<file path="src/rtl/cpu_pkg.sv">
// cpu_pkg: shared definitions for the decode/execute boundary.
// Holds the datapath widths, the ALU control encodings and the packed
// control bundle latched by the issue stage alongside the operands.
package cpu_pkg;

  localparam int unsigned XLEN  = 64;
  localparam int unsigned RADDR = 5;

  typedef enum logic [1:0] {
    FC_LOGIC       = 2'b00,
    FC_SHIFT_ARITH = 2'b01,
    FC_SLT         = 2'b10,
    FC_SLTU        = 2'b11
  } func_class_e;

  typedef enum logic [1:0] {
    SF_SLL  = 2'b00,
    SF_SRL  = 2'b01,
    SF_SRA  = 2'b10,
    SF_RSVD = 2'b11
  } shift_fn_e;

  typedef enum logic [1:0] {
    LF_AND   = 2'b00,
    LF_OR    = 2'b01,
    LF_XOR   = 2'b10,
    LF_PASSB = 2'b11
  } logic_fn_e;

  // Decoded control bundle held with the instruction.
  typedef struct packed {
    logic [1:0] shift_fn;
    logic [1:0] logic_fn;
    logic [1:0] func_class;
    logic       add_n_sub;
    logic       ext_word;
    logic       reg_write;
    logic       is_load;
    logic       use_imm;
    logic       use_pc;
  } ctrl_t;

  // Stores carry no dedicated flag: they use the immediate for the address
  // and neither write a register nor load.
  function automatic logic is_store(input ctrl_t c);
    return c.use_imm & ~c.reg_write & ~c.is_load;
  endfunction

endpackage

</file>
<file path="src/rtl/operand_forward.sv">
// operand_forward: per-operand bypass mux.
// Priority: MEM result (enabled, address match, data not pending) over
// WB write data (enabled, address match) over the stored operand.
// Register x0 never forwards and always returns the stored value.
// Ports:
//   rs_i                         source register address
//   stored_i                     operand latched in the stage
//   mem_en_i/mem_rd_i/mem_data_i MEM-stage result
//   mem_pending_i                MEM data not yet valid
//   wb_en_i/wb_rd_i/wb_data_i    register-file write port
//   data_o                       resolved operand
module operand_forward #(
  parameter int unsigned XLEN  = 64,
  parameter int unsigned RADDR = 5
) (
  input  logic [RADDR-1:0] rs_i,
  input  logic [XLEN-1:0]  stored_i,
  input  logic             mem_en_i,
  input  logic [RADDR-1:0] mem_rd_i,
  input  logic [XLEN-1:0]  mem_data_i,
  input  logic             mem_pending_i,
  input  logic             wb_en_i,
  input  logic [RADDR-1:0] wb_rd_i,
  input  logic [XLEN-1:0]  wb_data_i,
  output logic [XLEN-1:0]  data_o
);

  always_comb begin
    data_o = stored_i;
    if (rs_i != '0) begin
      if (mem_en_i && !mem_pending_i && (mem_rd_i == rs_i))
        data_o = mem_data_i;
      else if (wb_en_i && (wb_rd_i == rs_i))
        data_o = wb_data_i;
    end
  end

endmodule

</file>
<file path="src/rtl/exec_issue_stage.sv">
// exec_issue_stage: decode-to-execute pipeline register.
// Latches one decoded instruction under valid/ready, forwards operands from
// MEM/WB, snoops WB writes while holding, and bubbles on load-use hazards.
// Ports:
//   clk, reset_n (async, active low), flush (sync kill of held instruction)
//   dec_*        decoded instruction and handshake from decode
//   mem_fwd_*    MEM-stage forwarding source, mem_load_pending load hazard
//   wb_*         register-file write port (forward + snoop)
//   ex_ready/ex_valid handshake to the execution unit
//   A, B, StoreData, ShiftFn, LogicFn, FuncClass, AddnSub, ExtWord,
//   ex_reg_write, ex_is_load, ex_rd  execution-unit operands and controls
module exec_issue_stage #(
  parameter int unsigned XLEN  = 64,
  parameter int unsigned RADDR = 5
) (
  input  logic             clk,
  input  logic             reset_n,
  input  logic             flush,
  input  logic             dec_valid,
  output logic             dec_ready,
  input  logic [XLEN-1:0]  dec_rs1_data,
  input  logic [XLEN-1:0]  dec_rs2_data,
  input  logic [RADDR-1:0] dec_rs1,
  input  logic [RADDR-1:0] dec_rs2,
  input  logic [RADDR-1:0] dec_rd,
  input  logic [XLEN-1:0]  dec_imm,
  input  logic [XLEN-1:0]  dec_pc,
  input  logic             dec_use_imm,
  input  logic             dec_use_pc,
  input  logic [1:0]       dec_ShiftFn,
  input  logic [1:0]       dec_LogicFn,
  input  logic [1:0]       dec_FuncClass,
  input  logic             dec_AddnSub,
  input  logic             dec_ExtWord,
  input  logic             dec_reg_write,
  input  logic             dec_is_load,
  input  logic             mem_fwd_en,
  input  logic [RADDR-1:0] mem_fwd_rd,
  input  logic [XLEN-1:0]  mem_fwd_data,
  input  logic             mem_load_pending,
  input  logic             wb_en,
  input  logic [RADDR-1:0] wb_rd,
  input  logic [XLEN-1:0]  wb_data,
  input  logic             ex_ready,
  output logic             ex_valid,
  output logic [XLEN-1:0]  A,
  output logic [XLEN-1:0]  B,
  output logic [XLEN-1:0]  StoreData,
  output logic [1:0]       ShiftFn,
  output logic [1:0]       LogicFn,
  output logic [1:0]       FuncClass,
  output logic             AddnSub,
  output logic             ExtWord,
  output logic             ex_reg_write,
  output logic             ex_is_load,
  output logic [RADDR-1:0] ex_rd
);

  import cpu_pkg::*;

  logic             held_q, held_d;
  ctrl_t            ctrl_q, ctrl_d;
  logic [RADDR-1:0] rs1_q, rs1_d, rs2_q, rs2_d, rd_q, rd_d;
  logic [XLEN-1:0]  rs1_data_q, rs1_data_d, rs2_data_q, rs2_data_d;
  logic [XLEN-1:0]  imm_q, imm_d, pc_q, pc_d;

  logic             rs1_used, rs2_needed, hazard, capture;
  logic [XLEN-1:0]  fwd_rs1, fwd_rs2;

  operand_forward #(.XLEN(XLEN), .RADDR(RADDR)) u_fwd_rs1 (
    .rs_i          (rs1_q),
    .stored_i      (rs1_data_q),
    .mem_en_i      (mem_fwd_en),
    .mem_rd_i      (mem_fwd_rd),
    .mem_data_i    (mem_fwd_data),
    .mem_pending_i (mem_load_pending),
    .wb_en_i       (wb_en),
    .wb_rd_i       (wb_rd),
    .wb_data_i     (wb_data),
    .data_o        (fwd_rs1)
  );

  operand_forward #(.XLEN(XLEN), .RADDR(RADDR)) u_fwd_rs2 (
    .rs_i          (rs2_q),
    .stored_i      (rs2_data_q),
    .mem_en_i      (mem_fwd_en),
    .mem_rd_i      (mem_fwd_rd),
    .mem_data_i    (mem_fwd_data),
    .mem_pending_i (mem_load_pending),
    .wb_en_i       (wb_en),
    .wb_rd_i       (wb_rd),
    .wb_data_i     (wb_data),
    .data_o        (fwd_rs2)
  );

  // StoreData is always forwarded, so a store depends on rs2 even though B
  // carries the immediate.
  always_comb begin
    rs1_used   = ~ctrl_q.use_pc;
    rs2_needed = ~ctrl_q.use_imm | is_store(ctrl_q);
    hazard     = mem_load_pending & (mem_fwd_rd != '0) &
                 ((rs1_used & (mem_fwd_rd == rs1_q)) |
                  (rs2_needed & (mem_fwd_rd == rs2_q)));
    ex_valid   = held_q & ~hazard;
    dec_ready  = ~held_q | (ex_valid & ex_ready);
    capture    = dec_valid & dec_ready;
  end

  always_comb begin
    held_d     = held_q;
    ctrl_d     = ctrl_q;
    rs1_d      = rs1_q;
    rs2_d      = rs2_q;
    rd_d       = rd_q;
    rs1_data_d = rs1_data_q;
    rs2_data_d = rs2_data_q;
    imm_d      = imm_q;
    pc_d       = pc_q;

    if (capture) begin
      held_d     = 1'b1;
      ctrl_d     = '{shift_fn: dec_ShiftFn, logic_fn: dec_LogicFn,
                     func_class: dec_FuncClass, add_n_sub: dec_AddnSub,
                     ext_word: dec_ExtWord, reg_write: dec_reg_write,
                     is_load: dec_is_load, use_imm: dec_use_imm,
                     use_pc: dec_use_pc};
      rs1_d      = dec_rs1;
      rs2_d      = dec_rs2;
      rd_d       = dec_rd;
      imm_d      = dec_imm;
      pc_d       = dec_pc;
      // Register-file read-during-write: take the value being written.
      rs1_data_d = (wb_en && (dec_rs1 != '0) && (wb_rd == dec_rs1)) ? wb_data : dec_rs1_data;
      rs2_data_d = (wb_en && (dec_rs2 != '0) && (wb_rd == dec_rs2)) ? wb_data : dec_rs2_data;
    end else begin
      if (ex_valid && ex_ready)
        held_d = 1'b0;
      // Snoop WB so the operand survives the producer retiring.
      if (held_q && wb_en && (wb_rd != '0)) begin
        if (wb_rd == rs1_q) rs1_data_d = wb_data;
        if (wb_rd == rs2_q) rs2_data_d = wb_data;
      end
    end

    if (flush)
      held_d = 1'b0;
  end

  always_ff @(posedge clk or negedge reset_n) begin
    if (!reset_n) begin
      held_q     <= 1'b0;
      ctrl_q     <= '0;
      rs1_q      <= '0;
      rs2_q      <= '0;
      rd_q       <= '0;
      rs1_data_q <= '0;
      rs2_data_q <= '0;
      imm_q      <= '0;
      pc_q       <= '0;
    end else begin
      held_q     <= held_d;
      ctrl_q     <= ctrl_d;
      rs1_q      <= rs1_d;
      rs2_q      <= rs2_d;
      rd_q       <= rd_d;
      rs1_data_q <= rs1_data_d;
      rs2_data_q <= rs2_data_d;
      imm_q      <= imm_d;
      pc_q       <= pc_d;
    end
  end

  always_comb begin
    A            = ctrl_q.use_pc  ? pc_q  : fwd_rs1;
    B            = ctrl_q.use_imm ? imm_q : fwd_rs2;
    StoreData    = fwd_rs2;
    ShiftFn      = ctrl_q.shift_fn;
    LogicFn      = ctrl_q.logic_fn;
    FuncClass    = ctrl_q.func_class;
    AddnSub      = ctrl_q.add_n_sub;
    ExtWord      = ctrl_q.ext_word;
    ex_reg_write = ctrl_q.reg_write;
    ex_is_load   = ctrl_q.is_load;
    ex_rd        = rd_q;
  end

endmodule

</file>
<file path="config.mk">
export PLATFORM = sky130hd
export DESIGN_NAME = exec_issue_stage
export DESIGN_NICKNAME = d
export VERILOG_FILES = /design/src/rtl/cpu_pkg.sv /design/src/rtl/operand_forward.sv /design/src/rtl/exec_issue_stage.sv
export SDC_FILE = /design/constraint.sdc
export NUM_CORES = 1
export LEC_CHECK = 0
export ABC_CLOCK_PERIOD_IN_PS = 2500
export BUFFER_PORTS_ARGS = -buffer_cell sky130_fd_sc_hd__buf_4
export CAP_MARGIN = 20
export CORE_AREA = 2 2 245 247
export DETAILED_ROUTE_END_ITERATION = 8
export DIE_AREA = 0 0 247 249
export GPL_TIMING_DRIVEN = 1
export SLEW_MARGIN = 5
export SYNTH_ARGS = -nofsm -noshare
export SYNTH_HDL_FRONTEND = slang
export SYNTH_HIERARCHICAL = 1
export SYNTH_SLANG_ARGS = --single-unit
</file>
<file path="constraint.sdc">
create_clock -name clk -period 2.5 [get_ports clk]
set_input_delay 0.25 -clock clk [delete_from_list [all_inputs] [get_ports clk]]
set_output_delay 0.25 -clock clk [all_outputs]
set_load 0.02 [all_outputs]
</file>
==> summary.md <==
| Metric | Value |
|---|---|
| Area fraction of the dominant cell type after synthesis | 41.1% |
| DP Wirelength | 55.3 mm |
| RSZ-0062 raised after global routing | yes |
| Ranking of synthesized cells by area | dfrtp_1, mux2_4, nand2_1 |
| I/O pin cnt | 638 |
| CP max stage cell | a311o_2 |
| Design area | 0.0309 mm² |
| Mean post-synth cell area | 9.60 µm² |
| Final #Nets | 3199 |
| TritonCTS clock tree | done |
| Largest net degree at the start of global routing | 66 |
| Final setup margin | -0.688 ns |
| YS warnings | 6 |
| First-pass GRT wire length | 127 mm |
| Gate Count Post-Synth | 1803 |
| CP Launch Type | register |
| Post-synth EDFFs | 0 |
| Hold Vio Cnt, Final | 0 |
| Gr ovfl total | 0 |
| Share of cells above drive strength 1 | 50.0% |
| WL final | 88.8 mm |
| R2R setup slack | -0.27 ns |
| Area of the multi-input gates | 0.0113 mm² |
| Yosys reg bits | 284 |
| Worst slack, placed | -0.140 ns |
| Final Slew Violations | 0 |
| GPL Wtd Cong | 0.902 |
| Hold Path Depth | 3 |
| Later-pin clock latency in the skew report | 0.57 ns |
| Placement Rows | 89 |
| Power per Cell Area | 616 mW/mm² |
| CP top delay family | compound AO/OA/AOI/OAI gates |
| Worst hold start | wb_data[24] |
| Library cells used by synthesis | 37 |
| CP arrival | 2.94 ns |
| Max-cap violation count | 0 |
| Most common flop cell mapped by yosys | dfrtp_1 |
| Synth Cell Area | 0.0173 mm² |
| Count of final setup violators | 404 |
| Vias in the first global route | 20400 |
| Fmax | 0.314 GHz |
| DP Area | 0.0239 mm² |
| Pre-Repair DR Iteration Count | 5 |
| Max-slew headroom | 49.4% |
| Worst vdd ir | 0.580 mV |
| Wire per inst | 24.8 µm |
| Buffers on Ports | 637 |
| Hold Path Sink | rs2_data_q[24] |
| Outcome | finished, violations left |
| CTS Root Cell | clkbuf_16 |
| Final period util | 128% |
| Crit Reg-Reg Startpoint | rs1_q[2] |
| Synth area leader | dfrtp_1 |
| Placed Instances | 3200 |
| Clock Sinks | 284 |
| Failing checks | negative setup slack |
| Number of CTS-inserted buffers | 37 |
| Critical Path End Type | output port |
| CP Buf/Inv Count | 3 |
| Count leader, synth | nand2_1 |
| Tmin final | 3.19 ns |
| Post-Syn Nets | 2232 |
| Commonest cells in the netlist | nand2_1, dfrtp_1, mux2_2 |
| R2r endpoint | rs1_data_q[4] |
| Global Route Usage Sum | 27.0% |
| # fillers | 4990 |
| Die width | 247 µm |
| Initial DRC count | 1254 |
| DRC | 0 |
| Final Util | 52.6% |
| Asr flop ratio synth | 100% |
| Initial Util | 29.5% |
| Leakage | 14.3 nW |
| Layout Area Growth over Synthesis | 78.5% |
| ANT nets after route | 0 |
| Reg clk slew, reported paths | 0.06 ns |
| Max Root-Sink Buffers | 3 |
| Die area | 0.0615 mm² |
| Worst min path class | primary input to register |
| CP Max Fanout | 8 |
| Slew @ Worst Pin | 0.759 ns |
| H-Tree Level Count | 2 |
| Power Total | 19.0 mW |
| Initial antenna violation count | 5 |
| Kind of critical path | register to output port |
| Cell Chain, Critical Path | xnor2_2 -> nand4_1 -> a311o_2 -> buf_12 -> clkbuf_16 -> o22ai_4 -> a2bb2oi_2 -> mux2_4 -> buf_6 |
| Storage cell area | 0.00712 mm² |
| Chip height | 249 µm |
| Via-to-Cell Ratio | 5.39 |
| Finished Layout Cells | 3573 |
| Register area share after synthesis | 41.1% |
| Worst Skew | 0.0189 ns |
| DR vias | 19300 |
| CP required | 2.25 ns |
| CORE AREA | 0.0587 mm² |
| FF-to-FF path depth | 9 |
| Crit-path max cell delay | 0.52 ns |
flip-flops by register name, indices dropped and copies added (netlist names):
register      flops
pc_q             64
ctrl_q            2
ShiftFn           2
ex_reg_write      1
held_q            1
LogicFn           2
imm_q            64
rs2_data_q       64
rs2_q             5
FuncClass         2
rs1_data_q       64
ex_is_load        1
ExtWord           1
AddnSub           1
ex_rd             5
rs1_q             5
cells by family after synthesis:
| family | count (synthesis) | synth area share [%] |
|---|---|---|
| AO/OA/AOI/OAI | 400 | 16.1 |
| AND/OR/NAND/NOR | 640 | 15.3 |
| XOR/XNOR | 49 | 2.48 |
| multiplexers | 256 | 19.3 |
| flip-flops | 284 | 41.1 |
| buffers and inverters | 174 | 5.75 |
report_power, final:
part | leakage [nW] | switching, mW | total, mW | internal (mW)
clock network | 0.620 | 2.26 | 5.66 | 3.40
logic | 10.3 | 3.62 | 7.67 | 4.05
registers | 3.37 | 0.462 | 5.71 | 5.25
routing by layer:
metal	up-vias	wire length (µm)	global-route usage, %
li1	8434	-	-
met1	9584	34200	32.4
met2	996	43500	46.2
met3	253	6700	5.54
met4	2	4320	12.1
met5	-	11	0
per-stage QoR:
step	setup TNS (ns)	hold slack, ns
2_1_floorplan	0	-0.0456
3_3_place_gp	-1.24	0.235
3_5_place_dp	-1.66	0.240
4_1_cts	-128.52	0.000314
5_1_grt	-197.96	0.0181
6_report	-130.65	0.0193
timing repair:
action | in CTS | in global routing
setup buffers | 29 | 10
endpoints found under the hold margin | 265 | 0
endpoints found under the setup margin | 213 | 477
gates resized for setup | 239 | 219
hold buffers | 253 | 0
cloned | 13 | 8
pin swaps | 52 | 91
how the worst max path moves through the flow:
stage,startpoint,to,slack [ns],cells after the start
after floorplan,rs2_q[1],B[10],0.13,8
final,rs1_q[1],A[8],-0.69,9
after global routing,rs1_q[1],A[8],-0.76,9
after global placement,rs2_q[0],B[61],-0.20,9
after detailed placement,rs2_q[1],B[61],-0.14,9
after CTS,rs2_q[4],B[47],-0.66,9
worst min-delay path: stages:
cell and delay (ns):
buf_4 0.13, o21ai_0 0.07, a31oi_1 0.09
cell type report:
cell class / count / share of cell area [%]
inverters: 1 / 0.0122
flip-flops and latches: 284 / 23.1
clock inverters: 14 / 0.596
multi-input cells: 1345 / 36.7
clock buffers: 51 / 3.46
well taps: 773 / 3.13
diodes: 4 / 0.0324
repair buffers: 1101 / 33.0
cell usage in the layout (no fill, tap or decap), drive strengths merged, types with 4 or more instances in the layout:
cell type    count
xnor2           39
dfrtp          284
nor2             5
clkbuf          57
nand4            7
xor2            10
bufinv           4
o21ai           71
nor3            69
diode            4
a31oi           64
clkinv           7
or4              4
buf            842
nand3           68
nand2          476
mux2           256
dlygate4sd3    253
o22ai          130
a2bb2oi        126
(Power assumes the default switching activity.)
